### src/rtl/bcd_gray_pkg.sv
// Shared types, limits and the binary-to-Gray helper for the BCD-to-Gray encoder.
package bcd_gray_pkg;

    typedef enum logic [1:0] {
        S_TENS  = 2'd0,
        S_UNITS = 2'd1,
        S_OUT   = 2'd2
    } state_t;

    localparam logic [3:0] DIGIT_MAX = 4'd9;
    localparam logic [7:0] GRAY_MAX  = 8'd15;

    function automatic logic [3:0] bin2gray(input logic [3:0] b);
        return b ^ (b >> 1);
    endfunction

endpackage

### src/rtl/bcd_gray_if.sv
// Digit-entry stream and Gray result handshake of the BCD-to-Gray encoder.
interface bcd_gray_if;

    logic [3:0] digit_i;
    logic       digit_valid_i;
    logic       digit_ready_o;
    logic [3:0] gray_o;
    logic       gray_valid_o;
    logic       gray_ready_i;
    logic       err_o;

    modport slave (
        input  digit_i, digit_valid_i, gray_ready_i,
        output digit_ready_o, gray_o, gray_valid_o, err_o
    );

    modport master (
        output digit_i, digit_valid_i, gray_ready_i,
        input  digit_ready_o, gray_o, gray_valid_o, err_o
    );

endinterface

### src/rtl/bcd_gray.sv
// Two-digit BCD to 4-bit Gray encoder with range check and registered result handshake.
// Define BCD_GRAY_TIMEOUT_EN to abort a missing units digit after TIMEOUT_CYCLES cycles.
module bcd_gray
    import bcd_gray_pkg::*;
#(
    parameter int unsigned TIMEOUT_CYCLES = 1000
) (
    input  logic         clk,
    input  logic         rst_n,
    bcd_gray_if.slave    bus
);

    state_t     r_state, w_state_nxt;
    logic [3:0] r_tens, w_tens_nxt;
    logic       r_bad, w_bad_nxt;
    logic [3:0] r_gray, w_gray_nxt;
    logic       r_err, w_err_nxt;
    logic [7:0] w_value;
    logic       w_units_err;

`ifdef BCD_GRAY_TIMEOUT_EN
    localparam int unsigned CntW = (TIMEOUT_CYCLES > 1) ? $clog2(TIMEOUT_CYCLES) : 1;
    localparam logic [CntW-1:0] CntLast = CntW'(TIMEOUT_CYCLES - 1);
    logic [CntW-1:0] r_cnt, w_cnt_nxt;
`endif

    // Invalid digits can reach 15*10+15 = 165, which still fits in 8 bits.
    assign w_value     = {4'd0, r_tens} * 8'd10 + {4'd0, bus.digit_i};
    assign w_units_err = r_bad | (bus.digit_i > DIGIT_MAX) | (w_value > GRAY_MAX);

    always_comb begin
        w_state_nxt = r_state;
        w_tens_nxt  = r_tens;
        w_bad_nxt   = r_bad;
        w_gray_nxt  = r_gray;
        w_err_nxt   = r_err;
`ifdef BCD_GRAY_TIMEOUT_EN
        w_cnt_nxt   = r_cnt;
`endif
        unique case (r_state)
            S_TENS: begin
                if (bus.digit_valid_i) begin
                    w_tens_nxt  = bus.digit_i;
                    w_bad_nxt   = bus.digit_i > DIGIT_MAX;
                    w_state_nxt = S_UNITS;
`ifdef BCD_GRAY_TIMEOUT_EN
                    w_cnt_nxt   = '0;
`endif
                end
            end
            S_UNITS: begin
                if (bus.digit_valid_i) begin
                    w_err_nxt   = w_units_err;
                    w_gray_nxt  = w_units_err ? 4'd0 : bin2gray(w_value[3:0]);
                    w_state_nxt = S_OUT;
                end
`ifdef BCD_GRAY_TIMEOUT_EN
                else if (r_cnt == CntLast) begin
                    w_err_nxt   = 1'b1;
                    w_gray_nxt  = 4'd0;
                    w_state_nxt = S_OUT;
                end else begin
                    w_cnt_nxt   = r_cnt + 1'b1;
                end
`endif
            end
            S_OUT: begin
                if (bus.gray_ready_i) begin
                    w_state_nxt = S_TENS;
                end
            end
            default: w_state_nxt = S_TENS;
        endcase
    end

    always_ff @(posedge clk or negedge rst_n) begin
        if (!rst_n) begin
            r_state <= S_TENS;
            r_tens  <= 4'd0;
            r_bad   <= 1'b0;
            r_gray  <= 4'd0;
            r_err   <= 1'b0;
        end else begin
            r_state <= w_state_nxt;
            r_tens  <= w_tens_nxt;
            r_bad   <= w_bad_nxt;
            r_gray  <= w_gray_nxt;
            r_err   <= w_err_nxt;
        end
    end

`ifdef BCD_GRAY_TIMEOUT_EN
    always_ff @(posedge clk or negedge rst_n) begin
        if (!rst_n) begin
            r_cnt <= '0;
        end else begin
            r_cnt <= w_cnt_nxt;
        end
    end
`endif

    assign bus.digit_ready_o = (r_state != S_OUT);
    assign bus.gray_valid_o  = (r_state == S_OUT);
    assign bus.gray_o        = r_gray;
    assign bus.err_o         = r_err;

endmodule

### src/flat_wrapper.sv
// flat-port wrapper written by rule: the top's interface ports become plain ports
module bcd_gray_flat import bcd_gray_pkg::*;
#(
    parameter int unsigned TIMEOUT_CYCLES = 1000
)
  (clk, rst_n, bus_digit_i, bus_digit_valid_i, bus_gray_ready_i, bus_digit_ready_o, bus_gray_o, bus_gray_valid_o, bus_err_o);
  bcd_gray_if bus_i ();
  input  logic clk;
  input  logic rst_n;
  input wire logic [$bits(bus_i.digit_i)-1:0] bus_digit_i;
  input wire logic [$bits(bus_i.digit_valid_i)-1:0] bus_digit_valid_i;
  input wire logic [$bits(bus_i.gray_ready_i)-1:0] bus_gray_ready_i;
  output wire logic [$bits(bus_i.digit_ready_o)-1:0] bus_digit_ready_o;
  output wire logic [$bits(bus_i.gray_o)-1:0] bus_gray_o;
  output wire logic [$bits(bus_i.gray_valid_o)-1:0] bus_gray_valid_o;
  output wire logic [$bits(bus_i.err_o)-1:0] bus_err_o;
  assign bus_i.digit_i = bus_digit_i;
  assign bus_i.digit_valid_i = bus_digit_valid_i;
  assign bus_i.gray_ready_i = bus_gray_ready_i;
  assign bus_digit_ready_o = bus_i.digit_ready_o;
  assign bus_gray_o = bus_i.gray_o;
  assign bus_gray_valid_o = bus_i.gray_valid_o;
  assign bus_err_o = bus_i.err_o;
  bcd_gray #(.TIMEOUT_CYCLES(TIMEOUT_CYCLES)) u_core (.clk(clk), .rst_n(rst_n), .bus(bus_i));
endmodule
### config.mk
export PLATFORM = sky130hd
export DESIGN_NAME = bcd_gray_flat
export DESIGN_NICKNAME = d
export VERILOG_FILES = /design/src/rtl/bcd_gray_pkg.sv /design/src/rtl/bcd_gray_if.sv /design/src/rtl/bcd_gray.sv /design/src/flat_wrapper.sv
export SDC_FILE = /design/constraint.sdc
export NUM_CORES = 1
export LEC_CHECK = 0
export BUFFER_PORTS_ARGS = -buffer_cell sky130_fd_sc_hd__buf_2
export CORE_MARGIN = 2
export CORE_UTILIZATION = 48
export DETAILED_ROUTE_END_ITERATION = 10
export GPL_TIMING_DRIVEN = 0
export MAX_ROUTING_LAYER = met4
export PLACE_DENSITY = 0.77
export SYNTH_ARGS = -nofsm -noshare
export SYNTH_HDL_FRONTEND = slang
export SYNTH_SLANG_ARGS = --single-unit
### constraint.sdc
create_clock -name clk -period 2.5 [get_ports clk]
set_input_delay 0.5 -clock clk [delete_from_list [all_inputs] [get_ports clk]]
set_output_delay 0.5 -clock clk [all_outputs]
set_load 0.005 [all_outputs]
Yosys cells after proc, flatten, opt, wreduce, memory -nomap -nowiden:

Index checks and enable logic that the tools add are counted.

* register bits: 12
* output and inout bits: 7
* logic and storage cells: 27

* $add $sub $neg: 1
* $mul: 1
* magnitude comparators: 2
* equal/unequal tests: 6
* mux-type cells: 5
* bitwise operators: 3
* reductions and logical operators: 4

Operators by type and width (count)
* $add A8 B4 Y8: 1
* $gt A8 B4 Y1 const B: 1
* $ne A2 B2 Y1 const B: 4
* $mul A4 B3 Y7 const B: 1
* $mux W2: 3
* $pmux W2 S3: 1
* $gt A4 B4 Y1 const B: 1
* $mux W4: 1
* $reduce_and A2 Y1: 2
* $xor A4 B3 Y4: 1
* $reduce_and A3 Y1: 1
* $eq A2 B1 Y1 const B: 1
* $eq A2 B2 Y1 const B: 1
* $logic_not A2 Y1: 1
* $or A1 B1 Y1: 2

Depth between registers and ports, before layout:

Gate-level depths: netlist (run 1).

* depth in word-level cells: 5
* mapped depth: 7
* depth with buffers taken out: 7

Worst setup path after synthesis (run 1):

No wires, ideal clock.

* kind: reg-to-reg
* start: reg u_core.r_tens[1]
* end: reg u_core.r_err, in the netlist u_core.bus.err_o
* setup time: 124 ps
* arrival time: 2434 ps
* slack: -58 ps
* stages on the path, launching flop included: 8
* clock period less this slack: 2558 ps
* path through: dfrtp_1 -> ha_1 -> ha_1 -> fa_1 -> a211oi_2 -> nor3_1 -> or4b_4 -> o31a_1

* longest elaborated chain between the ends: 4

RTL lines
* start: declaration: line bcd_gray.sv:14 `logic [3:0] r_tens, w_tens_nxt;`
* start signal: assignment: line bcd_gray.sv:85 `r_tens <= w_tens_nxt;`
* $mul A4 B3 Y7: line bcd_gray.sv:28 `assign w_value = {4'd0, r_tens} * 8'd10 + {4'd0, bus.digit_i};`
* $add A8 B4 Y8: line bcd_gray.sv:28
* $gt A8 B4 Y1: line bcd_gray.sv:29 `assign w_units_err = r_bad | (bus.digit_i > DIGIT_MAX) | (w_value > GRAY_MAX);`
* $or A1 B1 Y1: line bcd_gray.sv:29
* end signal: assignment: line bcd_gray.sv:88 `r_err <= w_err_nxt;`
* end: declaration: line bcd_gray.sv:17 `logic r_err, w_err_nxt;`

Every way passes these cells.
A chain may end at the register's enable or synchronous reset.

Worst setup path in the final report (run 1):

* start: reg u_core.r_tens[3]
* end: reg u_core.r_err, in the netlist u_core.bus.err_o

The elaborated chain is that of the path after synthesis.

==> reports/qor.json, run 1 <==
{
  "adder_cell_fraction_of_synth_area": {"value": 20.7, "unit": "%"},
  "rsz0062_at_grt": {"value": "true"},
  "dp_slack": {"value": -0.129, "unit": "ns"},
  "postSynthAreaPerCell": {"value": 10.5, "unit": "µm²"},
  "skew": {"value": 0.00562, "unit": "ns"},
  "reg2reg_from": {"value": "u_core.r_tens[3]"},
  "area_growth": {"value": 21.8, "unit": "%"},
  "power_leakage": {"value": 0.462, "unit": "nW"},
  "clkSinkCount": {"value": 12},
  "crit_path_start": {"value": "u_core.r_tens[3]"},
  "share_of_final_layout_standard_cells_stronger_than_drive_strength_1": {"value": 31.6, "unit": "%"},
  "timing_worst_setup_path_type": {"value": "reg2reg"},
  "antenna_found_initial": {"value": 0},
  "critical_path.max_fanout": {"value": 5},
  "ant_nets": {"value": 0},
  "synth_compound_gate_area_share": {"value": 13.6, "unit": "%"},
  "initial_core_utilization": {"value": 51.8, "unit": "%"},
  "via_count": {"value": 620},
  "insertedDiodeCount": {"value": 0},
  "postCtsHoldBufs": {"value": 0},
  "p_total": {"value": 1.45, "unit": "mW"},
  "routed_via_density": {"value": 5.44},
  "insertion_delay": {"value": 0.28, "unit": "ns"},
  "critical_path.endpoint_type": {"value": "flip-flop"},
  "synth_enable_flop_cells": {"value": 0},
  "post_synth_inst_count": {"value": 76},
  "tritoncts.num_buffers": {"value": 3},
  "design_area": {"value": 972, "unit": "µm²"},
  "tritoncts": {"value": "built"},
  "most_numerous_cell_types_in_the_synthesized_netlist": {"value": "sky130_fd_sc_hd__dfrtp_1, sky130_fd_sc_hd__ha_1, sky130_fd_sc_hd__nand2_1, sky130_fd_sc_hd__inv_1"},
  "violated_checks": {"value": "negative setup slack"},
  "holdCritPathClass": {"value": "in2async"},
  "rows": {"value": 14},
  "largest_net_degree_at_the_start_of_global_routing": {"value": 13},
  "gp_congestion": {"value": 0.872},
  "drt-pass1-iter-count": {"value": 4},
  "dp.cells": {"value": 106},
  "final_period_minus_worst_setup_slack": {"value": 2.52, "unit": "ns"},
  "cp-start-kind": {"value": "flip-flop"},
  "finalNetCount": {"value": 119},
  "grt_overflow": {"value": 0},
  "route.final.wire_length": {"value": 1530, "unit": "µm"},
  "synth_sequential_area_ratio": {"value": 37.6, "unit": "%"},
  "hold_viol": {"value": 0},
  "yosysUniqueCellTypes": {"value": 26},
  "synth_mux_area_share": {"value": 5.49, "unit": "%"},
  "filler_cell_count": {"value": 124},
  "synthDominantCellAreaShare": {"value": 37.6, "unit": "%"},
  "outcome": {"value": "finished, violations left"},
  "yosysTopAreaCell": {"value": "sky130_fd_sc_hd__dfrtp_1"},
  "async_flop_share": {"value": 100, "unit": "%"},
  "die_w": {"value": 44.8, "unit": "µm"},
  "synth_simple_gate_area_share": {"value": 16.5, "unit": "%"},
  "timing.final.max_slew_violations": {"value": 0},
  "die_area": {"value": 0.00201, "unit": "mm²"},
  "route.detailed.drc": {"value": 0},
  "track_usage": {"value": 20.1, "unit": "%"},
  "grt_first_pass_wirelength": {"value": 2730, "unit": "µm"},
  "placeableCoreArea": {"value": 0.00154, "unit": "mm²"},
  "first_global_vias": {"value": 600},
  "max_freq": {"value": 397, "unit": "MHz"},
  "number_of_synthesized_register_bits": {"value": 12},
  "post_dp_cell_area": {"value": 891, "unit": "µm²"},
  "largest_family_of_logic_cells_by_synthesized_area": {"value": "adder cells"},
  "layoutNonFillerInstCount": {"value": 114},
  "synthesis.area": {"value": 798, "unit": "µm²"},
  "worst-slew-pin-transition": {"value": 0.413, "unit": "ns"},
  "design.portCount": {"value": 15},
  "post-route-worst-setup-slack": {"value": -0.0185, "unit": "ns"},
  "die-height": {"value": 44.8, "unit": "µm"},
  "max_capacitance_violation_count": {"value": 0},
  "post-dp-hpwl": {"value": 1200, "unit": "µm"},
  "post_drt_wl_per_cell": {"value": 13.4, "unit": "µm"},
  "synth_ff_type": {"value": "sky130_fd_sc_hd__dfrtp_1"},
  "worst_ep_arrival_time": {"value": 2.70, "unit": "ns"},
  "initialDrtViolationCount": {"value": 6},
  "yosys.cell_count.top_type": {"value": "sky130_fd_sc_hd__dfrtp_1"},
  "synth_warnings": {"value": 0},
  "port-buffer-count": {"value": 14},
  "core_occupancy_in_the_finished_layout": {"value": 63.1, "unit": "%"},
  "vdd_drop_max": {"value": 0.781, "unit": "mV"},
  "setup_total_negative_slack": {"value": -0.0185, "unit": "ns"},
  "cts_max_level": {"value": 1},
  "top_cells_by_area_synth": {"value": "sky130_fd_sc_hd__dfrtp_1, sky130_fd_sc_hd__ha_1, sky130_fd_sc_hd__fa_1, sky130_fd_sc_hd__nand2_1, sky130_fd_sc_hd__mux2_2"},
  "cts.reportedPaths.clkPinSlew": {"value": 0.08, "unit": "ns"},
  "clk_path_buf_depth": {"value": 2},
  "cts_root_buf": {"value": "sky130_fd_sc_hd__clkbuf_4"},
  "fin_hold_ws": {"value": 0.0706, "unit": "ns"},
  "post_synth_xor_area_fraction": {"value": 3.29, "unit": "%"},
  "fin_crit_sh": {"value": 101, "unit": "%"},
  "power_per_cell_area": {"value": 1490, "unit": "mW/mm²"},
  "setup-violations-final": {"value": 1},
  "relSlewSlack": {"value": 72.4, "unit": "%"},
  "mappedNetlistNets": {"value": 96},
  "cp.required": {"value": 2.68, "unit": "ns"}
}
==> timing repair <==
action                     CTS  global route
setup endpoints to repair    5             5
pin swaps                    1             1
gates resized for setup      1             1
buffers inserted             3             1
==> registers in the layout, summed over array words and instances (netlist names) <==
signal             count
u_core.bus.gray_o      4
u_core.r_tens          4
u_core.bus.err_o       1
u_core.r_bad           1
u_core.r_state         2
==> path summary, 6_finish.rpt <==
check                      cells past startpoint  slack [ns]                   end
max                                            7       -0.02      u_core.bus.err_o
min                                            1        0.07      u_core.bus.err_o
max reg2reg                                    7       -0.02      u_core.bus.err_o
min reg2reg                                    2        0.48  u_core.bus.gray_o[2]
max in group asynchronous                      1        2.22      u_core.r_tens[1]
min in group clk                               2        0.39     u_core.r_state[1]
==> where the power goes <==
| part | internal [mW] | switching, mW | leakage, nW | total (mW) |
|---|---|---|---|---|
| Combinational | 0.464 | 0.462 | 0.292 | 0.926 |
| Clock | 0.0888 | 0.0725 | 0.0210 | 0.161 |
| Sequential | 0.278 | 0.0810 | 0.150 | 0.359 |
| Total | 0.831 | 0.615 | 0.462 | 1.45 |
==> metal layers <==
metal	track usage [%]	up-vias	part of all wire, %
met5	-	-	0
met4	10.6	0	2.3
met3	4.80	4	4.3
met2	31.0	16	47
met1	24.2	285	47
li1	-	315	-
==> cells in the final DEF, fill, tap and decap left out, types with 3 or more instances in the layout <==
cell type                   n
sky130_fd_sc_hd__nor2_1     4
sky130_fd_sc_hd__clkbuf_4   3
sky130_fd_sc_hd__ha_1       8
sky130_fd_sc_hd__buf_4      4
sky130_fd_sc_hd__o31ai_1    4
sky130_fd_sc_hd__a21oi_1    3
sky130_fd_sc_hd__buf_2     14
sky130_fd_sc_hd__mux2_2     3
sky130_fd_sc_hd__xnor2_1    3
sky130_fd_sc_hd__dfrtp_1   12
sky130_fd_sc_hd__nand2_1    9
sky130_fd_sc_hd__o21ai_0    4
sky130_fd_sc_hd__inv_1      6
==> kinds of logic after synthesis <==
group,Yosys count
AO/OA/AOI/OAI,16
XOR/XNOR,3
adder cells (fa/ha/maj),12
buffers and inverters,6
flip-flops,12
multiplexers,4
AND/OR/NAND/NOR,23
==> worst max-delay path, cell delays in order (launching register included) <==
cell	delay, ns
sky130_fd_sc_hd__dfrtp_1	0.42
sky130_fd_sc_hd__ha_4	0.29
sky130_fd_sc_hd__ha_2	0.17
sky130_fd_sc_hd__fa_2	0.47
sky130_fd_sc_hd__a211oi_2	0.15
sky130_fd_sc_hd__nor3_1	0.08
sky130_fd_sc_hd__or4b_4	0.55
sky130_fd_sc_hd__o31a_1	0.29
==> cell type report <==
| class | count | area (µm²) | area share (%) |
|---|---|---|---|
| well taps | 16 | 20.0 | 2.06 |
| flip-flops and latches | 12 | 300 | 30.9 |
| clock buffers | 4 | 36.3 | 3.73 |
| repair buffers | 18 | 100 | 10.3 |
| inverters | 6 | 22.5 | 2.32 |
| multi-input cells | 58 | 493 | 50.7 |
Note: power is estimated with default switching activity, not from simulation.
==> run 2: changes to the inputs <==
--- a/config.mk
+++ b/config.mk
@@ -12,6 +12,7 @@
 export GPL_TIMING_DRIVEN = 0
 export MAX_ROUTING_LAYER = met4
 export PLACE_DENSITY = 0.77
+export SKIP_CTS_REPAIR_TIMING = 1
 export SYNTH_ARGS = -nofsm -noshare
 export SYNTH_HDL_FRONTEND = slang
 export SYNTH_SLANG_ARGS = --single-unit
==> run 2 against run 1 <==
The run still ends with negative setup slack left. Worst setup slack got worse by 0.071 ns. Non-clock buffer count decreased by 1. Sequential share of layout area is 0.24 points higher. Critical path type unchanged. Largest cell class unchanged. Largest power group unchanged. Highest routed layer unchanged.
==> reports/qor.json, run 2 (synthesis results as in run 1) <==
{
  "tritoncts.num_buffers": {"value": 3, "change": "unchanged"},
  "post_drt_wl_per_cell": {"value": 13.6, "unit": "µm", "change": "+1.5%"},
  "hold_viol": {"value": 0, "change": "unchanged"},
  "critical_path.endpoint_type": {"value": "flip-flop"},
  "dp_slack": {"value": -0.129, "unit": "ns", "change": "unchanged"},
  "placeableCoreArea": {"value": 0.00154, "unit": "mm²", "change": "unchanged"},
  "r2r-end": {"value": "u_core.bus.err_o"},
  "initial_core_utilization": {"value": 51.8, "unit": "%", "change": "unchanged"},
  "fin_crit_sh": {"value": 104, "unit": "%", "change": "+2.9 points"},
  "critical_path_buf_inv_count": {"value": 0, "change": "unchanged"},
  "p_total": {"value": 1.42, "unit": "mW", "change": "-1.9%"},
  "gp_congestion": {"value": 0.872, "change": "unchanged"},
  "clk_path_buf_depth": {"value": 2, "change": "unchanged"},
  "largest_net_degree_at_the_start_of_global_routing": {"value": 13, "change": "unchanged"},
  "max_freq": {"value": 386, "unit": "MHz", "change": "-2.8%"},
  "rows": {"value": 14, "change": "unchanged"},
  "crit_chain": {"value": "ha_4, ha_2, fa_2, a211oi_2, nor3_1, or4b_4, o31a_1"},
  "worst_ep_arrival_time": {"value": 2.77, "unit": "ns", "change": "+0.07 ns"},
  "via_count": {"value": 629, "change": "+1.5%"},
  "outcome": {"value": "finished, violations left"},
  "rsz0062_at_grt": {"value": "true"},
  "insertedDiodeCount": {"value": 0, "change": "unchanged"},
  "critical_path.max_fanout": {"value": 6, "change": "+1"},
  "area_growth": {"value": 20.8, "unit": "%"},
  "crit_family": {"value": "adder cells"},
  "cpMaxStageDelayCell": {"value": "sky130_fd_sc_hd__or4b_4"},
  "tritoncts": {"value": "built"},
  "die-height": {"value": 44.8, "unit": "µm", "change": "unchanged"},
  "skew": {"value": 0.00662, "unit": "ns", "change": "+0.000998 ns"},
  "max_capacitance_violation_count": {"value": 0, "change": "unchanged"},
  "port-buffer-count": {"value": 14, "change": "unchanged"},
  "setup-violations-final": {"value": 5, "change": "+4"},
  "first_global_vias": {"value": 603, "change": "+0.50%"},
  "track_usage": {"value": 19.5, "unit": "%", "change": "-0.52 points"},
  "cts.reportedPaths.clkPinSlew": {"value": 0.08, "unit": "ns", "change": "about the same"},
  "ant_nets": {"value": 0, "change": "unchanged"},
  "die_area": {"value": 0.00201, "unit": "mm²", "change": "unchanged"},
  "final_period_minus_worst_setup_slack": {"value": 2.59, "unit": "ns", "change": "+0.0714 ns"},
  "design.portCount": {"value": 15, "change": "unchanged"},
  "relSlewSlack": {"value": 72.5, "unit": "%", "change": "about the same"},
  "timing_worst_setup_path_type": {"value": "reg2reg"},
  "mostFrequentLayoutCells": {"value": "sky130_fd_sc_hd__buf_2, sky130_fd_sc_hd__dfrtp_1, sky130_fd_sc_hd__nand2_1, sky130_fd_sc_hd__ha_1, sky130_fd_sc_hd__inv_1"},
  "clkSinkCount": {"value": 12, "change": "unchanged"},
  "reg2reg_from": {"value": "u_core.r_tens[3]"},
  "crit_path_start": {"value": "u_core.r_tens[3]"},
  "setup_total_negative_slack": {"value": -0.207, "unit": "ns", "change": "-0.188 ns"},
  "critical-path-max-stage-delay": {"value": 0.57, "unit": "ns", "change": "+0.02 ns"},
  "worst-slew-pin-transition": {"value": 0.411, "unit": "ns", "change": "-0.00207 ns"},
  "filler_cell_count": {"value": 127, "change": "+2.4%"},
  "finalNetCount": {"value": 118, "change": "-0.84%"},
  "violated_checks": {"value": "negative setup slack"},
  "insertion_delay": {"value": 0.29, "unit": "ns", "change": "about the same"},
  "timing.reg2reg.worst_path_depth": {"value": 7, "change": "unchanged"},
  "initialDrtViolationCount": {"value": 4, "change": "-2"},
  "cp-start-kind": {"value": "flip-flop"},
  "route.detailed.drc": {"value": 0, "change": "unchanged"},
  "post_dp_cell_area": {"value": 891, "unit": "µm²", "change": "unchanged"},
  "share_of_final_layout_standard_cells_stronger_than_drive_strength_1": {"value": 30.9, "unit": "%", "change": "-0.70 points"},
  "layoutNonFillerInstCount": {"value": 113, "change": "-0.88%"},
  "layout_commonest_cell": {"value": "sky130_fd_sc_hd__buf_2"},
  "holdCritPathClass": {"value": "in2async"},
  "route.final.wire_length": {"value": 1540, "unit": "µm", "change": "+0.65%"},
  "routed_via_density": {"value": 5.57, "change": "+2.3%"},
  "cp.required": {"value": 2.68, "unit": "ns", "change": "about the same"},
  "grt_first_pass_wirelength": {"value": 2650, "unit": "µm", "change": "-3.0%"},
  "power_leakage": {"value": 0.457, "unit": "nW", "change": "-1.0%"},
  "core_occupancy_in_the_finished_layout": {"value": 62.6, "unit": "%", "change": "-0.49 points"},
  "die_w": {"value": 44.8, "unit": "µm", "change": "unchanged"},
  "power_per_cell_area": {"value": 1470, "unit": "mW/mm²", "change": "-1.1%"},
  "drt-pass1-iter-count": {"value": 4, "change": "unchanged"},
  "post-dp-hpwl": {"value": 1200, "unit": "µm", "change": "unchanged"},
  "cts_root_buf": {"value": "sky130_fd_sc_hd__clkbuf_4"},
  "worst-r2r-setup-slack": {"value": -0.09, "unit": "ns", "change": "-0.07 ns"},
  "design_area": {"value": 965, "unit": "µm²", "change": "-0.77%"},
  "fin_hold_ws": {"value": 0.0690, "unit": "ns", "change": "-0.00158 ns"},
  "cts_max_level": {"value": 1, "change": "unchanged"},
  "grt_overflow": {"value": 0, "change": "unchanged"},
  "timing.final.max_slew_violations": {"value": 0, "change": "unchanged"},
  "dp.cells": {"value": 106, "change": "unchanged"},
  "antenna_found_initial": {"value": 0, "change": "unchanged"},
  "vdd_drop_max": {"value": 0.785, "unit": "mV", "change": "+0.50%"},
  "post-route-worst-setup-slack": {"value": -0.0900, "unit": "ns", "change": "-0.0714 ns"}
}
## run 2: cell types whose count changed in the layout (fill, tap and decap cells not counted)
cell / before / now
sky130_fd_sc_hd__buf_4: 4 / 3
## run 2: worst reg2reg max path, delay by kind of cell, from the launching register on
| family | cells | cell delay, ns |
|---|---|---|
| AOI/OAI and AO/OA | 2 | 0.45 |
| adders and majority gates | 3 | 0.96 |
| DFF | 1 | 0.44 |
| and+or+nand+nor | 2 | 0.65 |
## run 2: where the power goes
| group | switching (mW) | leakage [nW] | internal [mW] |
|---|---|---|---|
| Combinational | 0.457 | 0.287 | 0.440 |
| Sequential | 0.0825 | 0.150 | 0.278 |
| Clock | 0.0728 | 0.0210 | 0.0888 |
| Total | 0.612 | 0.457 | 0.807 |
## run 2: cell type report
cell class              count  area, µm²  area share, %
well taps                  16       20.0           2.08
inverters                   6       22.5           2.33
repair buffers             17       92.6           9.60
clock buffers               4       36.3           3.76
multi-input cells          58        493           51.1
flip-flops and latches     12        300           31.1
## run 2: routing by layer
metal,wire [µm],GRT usage (%),up-vias
met4,31,12.4,0
met3,65,4.80,4
li1,-,-,311
met2,731,29.6,17
met5,0,-,-
met1,711,23.2,297
## run 2: worst max-delay path by stage
stage	cells past startpoint	end	slack [ns]
floorplan	7	u_core.bus.err_o	-0.001
global placement	7	u_core.bus.err_o	-0.08
CTS	7	u_core.bus.err_o	-0.14
detailed placement	7	u_core.bus.err_o	-0.13
finish	7	u_core.bus.err_o	-0.09
global route	7	u_core.bus.err_o	-0.15
